==> src/rtl/addsub_nibble_seq.sv <==
// addsub_nibble_seq: wide add/subtract built from one 4-bit slice used
// sequentially, one nibble per cycle, least-significant nibble first.
//   clk, rst        : clock, async active-high reset
//   in_valid/ready  : request handshake (op_sub, a, b captured on accept)
//   out_valid/ready : response handshake (result, carry, overflow, zero)
//   busy            : high whenever not idle
// A request is accepted only in IDLE; the result appears NIBBLES edges later
// and is held until the consumer takes it.

module addsub_nibble_slice (
  input  logic [3:0] a,
  input  logic [3:0] b,
  input  logic       sub,
  input  logic       cin,
  output logic [3:0] s,
  output logic       cout
);
  logic [4:0] sum;

  // Subtract is A + ~B + 1; the +1 arrives as the initial chain carry.
  assign sum  = {1'b0, a} + {1'b0, b ^ {4{sub}}} + {4'b0, cin};
  assign s    = sum[3:0];
  assign cout = sum[4];
endmodule

module addsub_nibble_seq #(
  parameter  int NIBBLES = 4,
  localparam int W       = 4 * NIBBLES
) (
  input  logic         clk,
  input  logic         rst,
  input  logic         in_valid,
  output logic         in_ready,
  input  logic         op_sub,
  input  logic [W-1:0] a,
  input  logic [W-1:0] b,
  output logic         out_valid,
  input  logic         out_ready,
  output logic [W-1:0] result,
  output logic         carry,
  output logic         overflow,
  output logic         zero,
  output logic         busy
);
  localparam int CW = (NIBBLES > 1) ? $clog2(NIBBLES) : 1;

  typedef enum logic [1:0] {IDLE, CALC, DONE} state_t;

  typedef struct packed {
    logic         sub;
    logic [W-1:0] a;
    logic [W-1:0] b;
  } req_t;

  state_t        state;
  req_t          req;
  logic [CW-1:0] cnt;
  logic          c;
  logic [W-1:0]  res;
  logic          carry_r, ovf_r, zero_r;

  logic [3:0]    nib_a, nib_b, nib_s;
  logic          nib_c;
  logic [CW+1:0] sh;
  logic [W-1:0]  res_nxt;
  logic          last;

  assign sh    = {cnt, 2'b00};
  assign nib_a = 4'(req.a >> sh);
  assign nib_b = 4'(req.b >> sh);
  assign last  = (cnt == CW'(NIBBLES - 1));

  addsub_nibble_slice u_slice (
    .a    (nib_a),
    .b    (nib_b),
    .sub  (req.sub),
    .cin  (c),
    .s    (nib_s),
    .cout (nib_c)
  );

  // Result with the current nibble merged in; the zero flag is taken from
  // this so it sees the final nibble on the same edge.
  always_comb begin
    res_nxt = (res & ~(W'(4'hf) << sh)) | (W'(nib_s) << sh);
  end

  always_ff @(posedge clk or posedge rst) begin
    if (rst) begin
      state   <= IDLE;
      req     <= '0;
      cnt     <= '0;
      c       <= 1'b0;
      res     <= '0;
      carry_r <= 1'b0;
      ovf_r   <= 1'b0;
      zero_r  <= 1'b0;
    end else begin
      case (state)
        IDLE: if (in_valid) begin
          req   <= '{sub: op_sub, a: a, b: b};
          c     <= op_sub;
          cnt   <= '0;
          state <= CALC;
        end
        CALC: begin
          res <= res_nxt;
          c   <= nib_c;
          cnt <= cnt + 1'b1;
          if (last) begin
            carry_r <= nib_c;
            // Signs of A and effective B agree but the result sign differs.
            ovf_r   <= (req.a[W-1] == (req.b[W-1] ^ req.sub)) &&
                       (nib_s[3] != req.a[W-1]);
            zero_r  <= (res_nxt == '0);
            cnt     <= '0;
            state   <= DONE;
          end
        end
        DONE: if (out_ready) state <= IDLE;
        default: state <= IDLE;
      endcase
    end
  end

  // in_ready is gated by rst so it reads 0 for the whole reset pulse.
  assign in_ready  = (state == IDLE) && !rst;
  assign out_valid = (state == DONE);
  assign busy      = (state != IDLE);
  assign result    = res;
  assign carry     = carry_r;
  assign overflow  = ovf_r;
  assign zero      = zero_r;
endmodule

==> config.mk <==
export PLATFORM = sky130hd
export DESIGN_NAME = addsub_nibble_seq
export DESIGN_NICKNAME = d
export VERILOG_FILES = /design/src/rtl/addsub_nibble_seq.sv
export SDC_FILE = /design/constraint.sdc
export NUM_CORES = 1
export LEC_CHECK = 0
export ABC_AREA = 0
export CAP_MARGIN = 20
export CORE_MARGIN = 1.5
export CORE_UTILIZATION = 35
export DETAILED_ROUTE_END_ITERATION = 7
export GPL_TIMING_DRIVEN = 0
export PLACE_DENSITY_LB_ADDON = 0.2
export SYNTH_ARGS = -nofsm -noshare
export SYNTH_HDL_FRONTEND = slang
export SYNTH_SLANG_ARGS = --single-unit
==> constraint.sdc <==
create_clock -name clk -period 5.6 [get_ports clk]
set_input_delay 0.56 -clock clk [delete_from_list [all_inputs] [get_ports clk]]
set_output_delay 0.56 -clock clk [all_outputs]
set_load 0.05 [all_outputs]
# After elaboration in Yosys (flattened, before gate mapping)
# Cells that the tools add are included.
# totals
regBits	57
latchBits	0
ram_bits	0
rom_bits	0
out_inout_bits	22
mem_count	0
# op_classes
add_sub_neg	3
mul	0
n_div	0
magnitude_cmp	0
eq_ne	8
shift	4
mux	9
bitwise	5
n_reduce_logical	11
# ops
operator	count
$shr A16 B4 Y4	2
$and A16 B16 Y16	1
$logic_not A16 Y1	1
$not A16 Y16	1
$or A16 B16 Y16	1
$shl A4 B4 Y16	1
$shl A4 B4 Y16 const A	1
$mux W2	5
$pmux W2 S3	1
$reduce_and A2 Y1	3
$add A4 B4 Y5	1
$add A5 B1 Y5	1
$eq A2 B2 Y1 const B	2
$ne A2 B2 Y1 const B	2
$pmux W2 S2	1
$reduce_bool A2 Y1	2
$xor A4 B4 Y4	1
$reduce_and A3 Y1	1
$add A2 B1 Y2 const B	1
$eq A2 B1 Y1 const B	1
$logic_and A1 B1 Y1	2
$logic_not A2 Y1	1
$ne A2 B1 Y1 const B	1
$pmux W1 S2	1
other kinds (5)	5

# Longest topological paths before layout
# Gate-level depths: netlist (run 1).
# logic_depth
depth_word	7
ltp_mapped	10

# Modules after synthesis
# A second synthesis (run 1) with hierarchy kept.
# hier_totals
hier_cells	198
area_unflattened_um2	2846.5
# by_module_without_submodules
module	instances	cells_each	area_per_inst_um2
addsub_nibble_seq	1	178	2671.3
addsub_nibble_slice	1	20	175.2

# Worst setup path before layout (run 1)
# OpenSTA, ideal clock, no wires.
# synth_path
path_kind	flip-flop to flip-flop
from	register cnt[1]
to	register zero_r, in the netlist zero
arrival_ns	2.741
t_required_ns	5.496
path_slack_ns	2.755
path_stages_with_launch	9
path_buffers	1
synth_period_minus_slack_ns	2.845
cell_sequence	dfrtp_1 -> buf_1 -> mux4_2 -> xnor2_1 -> fa_1 -> fa_1 -> xor2_1 -> nand3_1 -> o41ai_4
# synth_between
elab_chain_cells	7
word_cells_on_any_way	13
# synth_lines
item	line	text
start, declared	57	logic [CW-1:0] cnt;
start signal, assigned	109	cnt <= cnt + 1'b1;
$shr A16 B4 Y4	70	assign nib_b = 4'(req.b >> sh);
$xor A4 B4 Y4	21	assign sum = {1'b0, a} + {1'b0, b ^ {4{sub}}} + {4'b0, cin};
$add A4 B4 Y5	21	
$add A5 B1 Y5	21	
$shl A4 B4 Y16	85	res_nxt = (res & ~(W'(4'hf) << sh)) | (W'(nib_s) << sh);
$or A16 B16 Y16	85	
$logic_not A16 Y1	115	zero_r <= (res_nxt == '0);
end signal, assigned	115	
end, declared	60	logic carry_r, ovf_r, zero_r;
# Several ways; a longest one is shown, not always the timed one.
# A chain may end at the register's enable or synchronous reset.

# Worst setup path in the final report (run 1)
# Ends and elaborated chain as after synthesis.

==> results of run 1 <==
## Yosys cell counts, drive strengths merged
cell and count:
o22a 1, inv 10, ha 7, nor3b 1
o41ai 1, a22oi 1, or3 1, a21oi 2
nor2b 1, xor2 5, clkbuf 3, nand2 20
nand4 1, mux2 33, nand3 5, xnor2 1
o21bai 1, nor2 2, nor4 3, nor3 4
fa 2, a21o 2, mux4 8, buf 8
o21ai 17, dfrtp 57, nand2b 2, a22o 4
and2 2, a211o 1, and3b 1, o31ai 2
or2 1
## metrics by stage
stage	util, %	hold slack, ns	instance area (sq um)	instances
final	49.1	0.480	3600	382
after global placement	46.3	0.463	3390	367
after global routing	49.1	0.499	3600	382
after detailed placement	46.6	0.470	3410	368
after floorplan	-	0.452	2690	210
after CTS	49.1	0.483	3600	382
## cell families (layout without fill, tap and decap cells)
| group | Yosys count | in the layout | synth area share, % |
|---|---|---|---|
| xor+xnor | 6 | 6 | 1.95 |
| mux | 41 | 41 | 20.5 |
| compound gates | 32 | 32 | 8.28 |
| buf+inv | 21 | 94 | 3.49 |
| simple gates | 44 | 44 | 8.00 |
| fa+ha+maj | 9 | 9 | 4.74 |
| flops | 57 | 57 | 53.0 |
## metal layers
layer	track usage (%)	share of wire [%]
met3	4.12	4.1
met2	22.2	45
met5	0	0
met4	5.56	1.4
met1	19.8	49
## area by class of cell
| cell class | instances | area (sq um) | area share (%) |
|---|---|---|---|
| clock buffer | 10 | 138 | 3.83 |
| inverter | 10 | 37.5 | 1.04 |
| clock inverter | 4 | 45.0 | 1.25 |
| tap | 99 | 124 | 3.44 |
| sequential | 57 | 1430 | 39.7 |
| multi-input combinational | 132 | 1170 | 32.5 |
| timing repair buffer | 59 | 601 | 16.7 |
| buffer | 11 | 56.3 | 1.57 |
## registers in the layout (all words and copies together) (netlist names)
name      count
overflow      1
zero          1
c             1
result       16
state         2
carry         1
req          33
cnt           2
## worst paths after layout
check	startpoint	endpoint
hold reg to reg	req[10]	req[10]
min in group asynchronous	rst	carry
hold / removal	req[10]	req[10]
setup reg to reg	cnt[1]	zero
setup / recovery	cnt[1]	zero
max in group asynchronous	rst	req[18]
==> results by stage, run 1 <==
Min path:
- Along the worst hold path, the cell count comes to 1.
- The tightest min-delay check is of the flop to flop type.

Setup path:
- The cell depth of the worst setup path is 8.
- Data on the critical path arrives at its endpoint at 3.79 ns.
- The library cell contributing the largest single delay on the critical path is sky130_fd_sc_hd__buf_1.
- Along the worst path, the maximum fanout reaches 10.
- On the worst path, the slowest cell contributes a delay of 0.57 ns.
- The cell that appears most often on the critical path is sky130_fd_sc_hd__fa_1.
- The buffering stage count on the worst path with inverters included is 1.
- The critical path is of the flop to flop type.
- The worst setup path is captured at a flop.
- The kind of cell with the highest combined delay along the critical path is adder cells.
- The number of cells on the worst reg-to-reg path is 8.
- The kind of start point of the critical path is a flop.
- STA puts the critical path data required time at 5.83 ns.
- Across all register-to-register paths, the minimum setup slack is 2.04 ns.
- The signal on the critical path passes through buf_1 -> mux4_2 -> xnor2_1 -> fa_1 -> fa_1 -> xor2_1 -> nand3_1 -> o41ai_4.

Placed design:
- The placer's final routability congestion estimate is 0.728.
- Timing analysis after detailed placement gives a worst setup slack of 2.01 ns.
- The wire-length estimate of the detail-placed layout is 4090 microns.
- Port buffering added 58 buffers.

Routing:
- The average wire per cell in the routed design is 14.5 microns.
- The pre-antenna-repair detailed-routing pass consisted of 4 iterations.
- In the routed design, unresolved DRC markers number 0.
- Using the TritonRoute via totals, the vias-per-cell ratio works out to 4.82.
- The total vias in the final route is 1842.
- The total detailed-routing wirelength is 5540 microns.
- In this run the remaining antenna-violating nets after routing total 0.
- The initial DRC count is 36.

Floorplan:
- For this configuration, the core starts out at a cell density of 36.7%.
- The die is 90.7 microns tall.
- The die area is 8220 sq um.
- Pin placement for this block handled 59 I/O pins.
- The floorplan core area is 7330 sq um.
- Measured along the x axis, the die boundary spans 90.7 microns.
- After floorplanning, the core was divided into 31 placement rows.

Yosys:
- The biggest area contributor in the post-synthesis netlist is sky130_fd_sc_hd__dfrtp_1.
- The top cell type by area accounts for 53.0% of the synthesized area.
- The netlist area before placement is 2690 sq um.
- The mean instance size in the synthesized netlist is 12.8 sq um.
- In the post-synthesis netlist, the biggest area contributors are sky130_fd_sc_hd__dfrtp_1 53%, sky130_fd_sc_hd__mux2_1 14%, sky130_fd_sc_hd__mux4_2 6.7%.
- The flop and latch count out of synthesis is 57.
- The number of nets handed over by synthesis was 256.
- The number of different library cells in the post-synthesis netlist is 37.
- The yosys synthesis warning count is 0.
- The sequential-to-total area share from yosys stat is 53.0%.
- Synthesis handed over a netlist of 210 instances.

Clocking:
- After clock tree synthesis, the clock-pin slew on the worst setup and hold paths is 0.06 ns.
- The post-cts repair resize count is 0.
- The number of setup buffers added after CTS is 0.
- Clock tree synthesis inserted a total of 9 buffers.
- The worst-skew pair later-pin latency is 0.33 ns.
- Hold repair after CTS inserted 0 buffers.
- The H-tree was split into 3 levels.
- The number of buffers between clock root and the deepest sink is 2.
- The number of sinks on the clock net is 57.
- The cell sitting at the root of the clock tree is a sky130_fd_sc_hd__clkbuf_8.
- The clock tree from TritonCTS is built.

STA:
- The number of hold violations in the final report is 0.
- The worst pin sits at a relative slew slack of 54.6%.
- In the final timing run, aggregate negative setup slack is 0 ns.
- Static timing analysis puts the maximum clock frequency at 281 MHz.
- Clock skew on the completed layout was measured at 0.00587 ns.
- Setup repair after global routing left no endpoint under its margin.
- The slack of the critical path is 2.04 ns.
- The max-slew violation total from the final report is 0.
- The actual transition at the worst max-transition pin is 0.682 ns.
- The count of final setup violators is 0.
- The shortest clock period the worst path allows after layout is 3.56 ns.
- Dividing the final minimum period by the clock period gives 63.6%.

Finish:
- The commonest non-fill, non-tap cell in the layout is sky130_fd_sc_hd__clkdlybuf4s50_1.
- In the layout the commonest cells are 58 x sky130_fd_sc_hd__clkdlybuf4s50_1, 57 x sky130_fd_sc_hd__dfrtp_1, 33 x sky130_fd_sc_hd__mux2_1.
- The count of antenna diodes in the layout is 0.
- In the final design database the tool counted 326 nets.
- The fraction of layout instances using a drive strength above 1 is 12.4%.
- The area growth from synthesis to layout is 33.7%.
- The filler cells instantiated in the layout total 649.

Run:
- The tool flagged a number of max-cap violations equal to 0.

Global routing:
- The via count of the first global-routing pass was 1808.
- The global-route wire length before repair is 9150 microns.
- The pin count of the biggest net entering global routing is 32.
- In the global route stage, overall resource usage came out at 14.6%.
- The final global-route overflow total is 0.
- The number of antenna violations at the first check in global routing is 0.

Outcome:
- The flow ran to the end, and the final reports show no timing, DRC or antenna violations.
Power of run 1 is left out: the tool's default activity adds up to more than one toggle a clock period on the data nets, which glitch-free logic cannot reach.
==> inputs of run 2 (changes only) <==
==> constraint.sdc (replaced) <==
create_clock -name clk -period 3.24 [get_ports clk]
set_input_delay 0.324 -clock clk [delete_from_list [all_inputs] [get_ports clk]]
set_output_delay 0.324 -clock clk [all_outputs]
set_load 0.05 [all_outputs]
==> results by stage, run 2 (same netlist as run 1, synthesis figures left out) <==
Floorplan:
- The starting density of the core is 36.7%.
- The floorplan row count is 31.
- The die is 90.7 microns tall.
- The floorplan step set the die width to 90.7 microns.
- The boundary pin count is 59.
- The die covers 8220 sq um.
- The core region is 7330 sq um.

STA:
- The shortest clock period the worst path allows after layout is 3.08 ns.
- The part of the cycle the worst path needs is 95.2%.
- Setup repair after global routing left no endpoint under its margin.
- For the pin with the worst max-slew slack, the measured transition is 0.592 ns.
- The count of final setup violators is 0.
- The worst slew slack as a fraction of its limit is 60.5%.
- The max-slew violation total from the final report came to 0.
- The number of hold violations in the final report is 0.
- Between clock sinks in the finished design, the worst skew comes to 0.00520 ns.
- The post-route worst hold slack is 0.422 ns.
- Derived from the worst setup path, the maximum achievable clock frequency is 324 MHz.

Outcome:
- The run finished with clean final reports.

Routing:
- In this run, the number of DRC markers left after iteration 0 of detailed routing was 45.
- The average wire per cell in the routed design is 14.6 microns.
- The number of remaining DRC errors is 0.
- The number of detailed-route iterations in the first pass is 4.
- The routed layout has 1849 vias.
- Once detail routing completed, the nets flagged for antenna violations numbered 0.
- The final layout contains routed wiring with a total length of 5570 microns.
- The average vias per placed instance is 4.84.

Min path:
- The path class of the tightest hold or removal check is input pin to async pin.

Clocking:
- Once the clock tree was built, the resizer swapped 2 gates to a different size.
- The clock reaches the later pin of the worst-skew pair after 0.33 ns.
- The root cell of the clock tree is sky130_fd_sc_hd__clkbuf_8.
- The clock tree from TritonCTS is built.
- TritonCTS created 9 clock buffers.
- The clock transition time at the flip-flop clock pins of the worst setup and hold paths is 0.06 ns.
- The clock passes through at most 2 buffers.
- The number of sinks on the clock net is 57.
- The count of buffers added by post-CTS timing repair for setup is 0.
- For this design, the CTS-stage hold fixing added 0 buffers.
- The level count of the clock H-tree is 3.

Setup path:
- The launch point of the worst reg-to-reg path is cnt[1].
- The count of cells along the worst register-to-register path is 8.
- The data required time of the worst path is 3.47 ns.
- The worst setup path is of the flop to flop kind.
- The critical-path maximum fanout is 10.
- Setup slack on the worst reg-to-reg path comes out at 0.16 ns.
- The worst register-to-register path ends at zero.
- The data arrival time at the worst-slack endpoint is 3.31 ns.
- The kind of start point of the critical path is a flop.
- The type of element capturing the critical path is a flop.

Placed design:
- The number of buffer cells added on primary ports is 58.
- The placer's final routability congestion estimate is 0.728.
- The post-detailed-placement half-perimeter wirelength is 4090 microns.

Global routing:
- Entering global routing, the biggest net connects 32 pins.
- The via count of the first global-routing pass is 1809.
- The number of antenna violations at the first check in global routing is 0.
- The final global-route overflow total is 0.
- The first global-routing pass estimated 9150 microns of wire.
- In the global route stage, overall resource usage came out at 14.6%.

Finish:
- Leaving out fill and tap cells, the most frequent cells in the layout are 58 x sky130_fd_sc_hd__clkdlybuf4s50_1, 57 x sky130_fd_sc_hd__dfrtp_1, 33 x sky130_fd_sc_hd__mux2_1.
- At the end of the flow, the number of nets in the layout was 326.
- Cells with a size suffix above 1 make up 13.1% of the layout.
- The register with the most flip-flops in the layout has 33 of them.
- The number of antenna diodes in the final layout is 0.
- Relative to the synthesized area, the layout overhead comes to 34.5%.
- The register with the most flip-flops in the final layout is req.
- The commonest non-fill, non-tap cell in the layout is sky130_fd_sc_hd__clkdlybuf4s50_1.

Run:
- The count of max-cap constraint violations is 0.
## run 2: cell types whose count changed in the layout (fill, tap and decap cells not counted)
cell,previous run,this run
sky130_fd_sc_hd__buf_1,1,0
sky130_fd_sc_hd__buf_2,6,7
sky130_fd_sc_hd__xor2_1,5,4
sky130_fd_sc_hd__xor2_4,0,1
## run 2: worst max path at each step
stage                      start   end  depth (start not counted)
final                     cnt[1]  zero                          8
after CTS                 cnt[1]  zero                          8
after detailed placement  cnt[1]  zero                          8
after global routing      cnt[1]  zero                          8
after global placement    cnt[1]  zero                          8
after floorplan           cnt[1]  zero                          8
## run 2: per-stage QoR
stage                     worst slack [ns]  std cells  cell area, sq um  TNS, ns  utilization, %
after floorplan                      0.395        210              2690        0               -
after global placement              -0.349        367              3390   -0.435            46.3
after detailed placement            -0.347        368              3410   -0.407            46.6
after CTS                           0.0748        382              3610        0            49.2
after global routing                0.0308        382              3620        0            49.3
final                                0.157        382              3620        0            49.3
## run 2: area by class of cell
| type | instances | area [sq um] |
|---|---|---|
| plain buffers | 11 | 57.6 |
| fillers | 650 | 3710 |
| inverters | 10 | 37.5 |
| clock inverters | 4 | 45.0 |
| flip-flops and latches | 57 | 1430 |
| repair buffers | 59 | 601 |
| multi-input cells | 132 | 1190 |
| well taps | 99 | 124 |
| clock buffers | 10 | 138 |
## run 2: metal layers
layer	track usage [%]	routed length, microns	share of wire (%)	up-vias
met5	0	0	0	-
met2	22.2	2530	45	46
met4	5.56	75	1.3	0
met3	4.12	215	3.9	8
met1	19.8	2750	49	906
li1	-	-	-	889
## run 2: worst max-delay path, cell delays in order, from the launching register on
cell and delay [ns]:
sky130_fd_sc_hd__dfrtp_1 0.49, sky130_fd_sc_hd__buf_2 0.34, sky130_fd_sc_hd__mux4_2 0.38, sky130_fd_sc_hd__xnor2_1 0.16, sky130_fd_sc_hd__fa_1 0.42, sky130_fd_sc_hd__fa_1 0.48
sky130_fd_sc_hd__xor2_4 0.27, sky130_fd_sc_hd__nand3_1 0.15, sky130_fd_sc_hd__o41ai_4 0.29
Power of run 2 is left out for the same reason.
==> inputs of run 3 (changes only) <==
--- a/config.mk
+++ b/config.mk
@@ -9,6 +9,7 @@
 export CAP_MARGIN = 20
 export CORE_MARGIN = 1.5
 export CORE_UTILIZATION = 35
+export CTS_BUF_LIST = sky130_fd_sc_hd__clkbuf_16
 export DETAILED_ROUTE_END_ITERATION = 7
 export GPL_TIMING_DRIVEN = 0
 export PLACE_DENSITY_LB_ADDON = 0.2
==> results by stage, run 3 (same netlist as run 1, synthesis figures left out) <==
Outcome:
- The flow ran to the end, and the final reports show no timing, DRC or antenna violations.

Global routing:
- The number of antenna violations at the first check in global routing is 0.
- The overall fraction of global-route tracks in use is 15.0%.
- The first global-routing pass estimated 9350 microns of wire.
- Global routing finished with a remaining overflow of 0.
- The pin count of the biggest net entering global routing is 32.
- The via count of the first global-routing pass was 1824.

Setup path:
- The worst register-to-register path has a depth of 8.
- The data arrival time at the worst-slack endpoint is 3.30 ns.
- The delay of the slowest cell on the worst path is 0.48 ns.
- Counting stages on the worst path, the most repeated cell is sky130_fd_sc_hd__fa_1.
- The critical-path maximum fanout is 10.
- The data required time of the worst path is 3.46 ns.
- The slowest stage of the critical path belongs to the cell sky130_fd_sc_hd__dfrtp_1.
- The register-to-register setup slack is 0.16 ns.
- The critical path starts at cnt[1].
- The startpoint identified for the worst register-to-register timing path is cnt[1].
- The type of element capturing the critical path is a flop.
- STA classifies the critical path startpoint as a flop.
- The worst setup path is of the flop to flop kind.
- The capture instance of the worst register-to-register path is zero.
- Traced cell by cell, the critical path runs through buf_2 -> mux4_2 -> xnor2_1 -> fa_1 -> fa_1 -> xor2_4 -> nand3_1 -> o41ai_4.

Floorplan:
- The floorplan has 31 rows.
- The floorplan die height is 90.7 microns.
- The starting density of the core is 36.7%.
- The die covers 8220 sq um.
- The die is 90.7 microns wide.
- The floorplan core area is 7330 sq um.
- In this run the count of I/O pins placed on the die edge is 59.

Finish:
- Leaving out fill and tap cells, the most frequent cells in the layout are 58 x sky130_fd_sc_hd__clkdlybuf4s50_1, 57 x sky130_fd_sc_hd__dfrtp_1, 33 x sky130_fd_sc_hd__mux2_1.
- The repair_antennas step left the layout with diodes totalling 0.
- Cells with a size suffix above 1 make up 12.7% of the layout.
- The area added between synthesis and finish is 37.9%.
- The commonest non-fill, non-tap cell in the layout is sky130_fd_sc_hd__clkdlybuf4s50_1.
- Ranked by flip-flop count, first place goes to req.
- The flip-flop count of the largest register, all copies and words added is 33.
- The number of nets in the layout is 326.

STA:
- The shortest clock period the worst path allows after layout is 3.08 ns.
- The number of hold violations in the final report is 0.
- The worst slew slack as a fraction of its limit is 60.2%.
- Setup violations remaining at the end of the flow were counted as 0.
- The max-slew violation total from the final report is 0.
- The actual transition at the worst max-transition pin is 0.595 ns.
- Setup repair after global routing left no endpoint under its margin.
- The post-route worst hold slack is 0.435 ns.
- For the final database, setup skew stands at 0.00370 ns.
- The highest clock frequency the design can meet is 325 MHz.
- In the finished design, the share of the clock period the worst path needs comes to 95.1%.

Placed design:
- The count of buffers added on input and output ports is 58.
- The placer's final routability congestion estimate is 0.728.
- Summed over all nets, the half-perimeter wirelength after detailed placement is 4090 microns.

Clocking:
- The count of buffers added by post-CTS timing repair for setup is 0.
- The H-tree was split into 3 levels.
- The tree built by TritonCTS fans out to 57 sinks.
- The number of buffers between clock root and the deepest sink is 2.
- In this run the clock root is driven by a sky130_fd_sc_hd__clkbuf_16.
- The total CTS buffers is 9.
- After clock tree synthesis, the clock-pin slew on the worst setup and hold paths is 0.05 ns.
- TritonCTS built the clock tree.
- For the worst-skew pair, the clock arrives at the later sink with an insertion delay of 0.32 ns.

Min path:
- The path category of the worst min-delay check is input pin to async pin.

Routing:
- Dividing the detail-routed via count by the number of cells gives 4.85.
- The number of detailed-route iterations in the first pass is 4.
- The initial DRC count is 54.
- In the routed design, unresolved DRC markers number 0.
- The number of routed nets with antenna violations is 0.
- Dividing the detail-routed wire length by the instance count gives 14.6 microns.
- The final layout contains routed wiring with a total length of 5590 microns.
- Summing over every cut layer, the via total after detailed routing is 1853.

Run:
- The count of max-cap constraint violations is 0.
run 3: changes by cell type in the layout (fill, tap and decap cells not counted):
cell	before	now
sky130_fd_sc_hd__clkbuf_8	10	0
sky130_fd_sc_hd__clkinv_1	0	1
sky130_fd_sc_hd__clkbuf_16	0	9
run 3: per-layer routing:
metal / up-vias / wire [microns] / GRT usage, %
met2: 48 / 2580 / 22.4
met5: - / 0 / 0
met4: 0 / 30 / 5.16
met1: 915 / 2750 / 20.4
li1: 886 / - / -
met3: 4 / 242 / 5.13
run 3: worst max path at each step:
stage,end,cells after the start
detailed placement,zero,8
global placement,zero,8
floorplan,zero,8
global route,zero,8
CTS,zero,8
finish,zero,8
run 3: final cells by class:
cell class              count  area [sq um]
fillers                   635          3620
multi-input cells         132          1190
plain buffers              11          57.6
flip-flops and latches     57          1430
well taps                  99           124
inverters                  10          37.5
clock inverters             5          48.8
repair buffers             59           601
clock buffers               9           225
run 3: critical path, delay by kind of cell, from the launching register on:
family          cells  cell delay (ns)
mux                 1             0.38
fa+ha+maj           2             0.90
simple gates        1             0.15
xor+xnor            2             0.44
buf+inv             1             0.34
flops               1             0.48
compound gates      1             0.29
run 3: repair_timing:
| action | 4_1_cts | 5_1_grt |
|---|---|---|
| pin swaps | 0 | 0 |
| endpoints found under the setup margin | 5 | 1 |
| hold buffers | 0 | 0 |
| hold endpoints to repair | 0 | 0 |
| resized for setup | 2 | 1 |
run 3: stage by stage:
stage          setup TNS, ns  std cells  utilization (%)  area (sq um)  worst slack, ns
4_1_cts                    0        382             50.4          3700           0.0825
5_1_grt                    0        382             50.6          3710           0.0421
6_report                   0        382             50.6          3710            0.160
2_1_floorplan              0        210                -          2690            0.395
3_3_place_gp          -0.435        367             46.3          3390           -0.349
3_5_place_dp          -0.407        368             46.6          3410           -0.347
Power of run 3 is left out for the same reason.
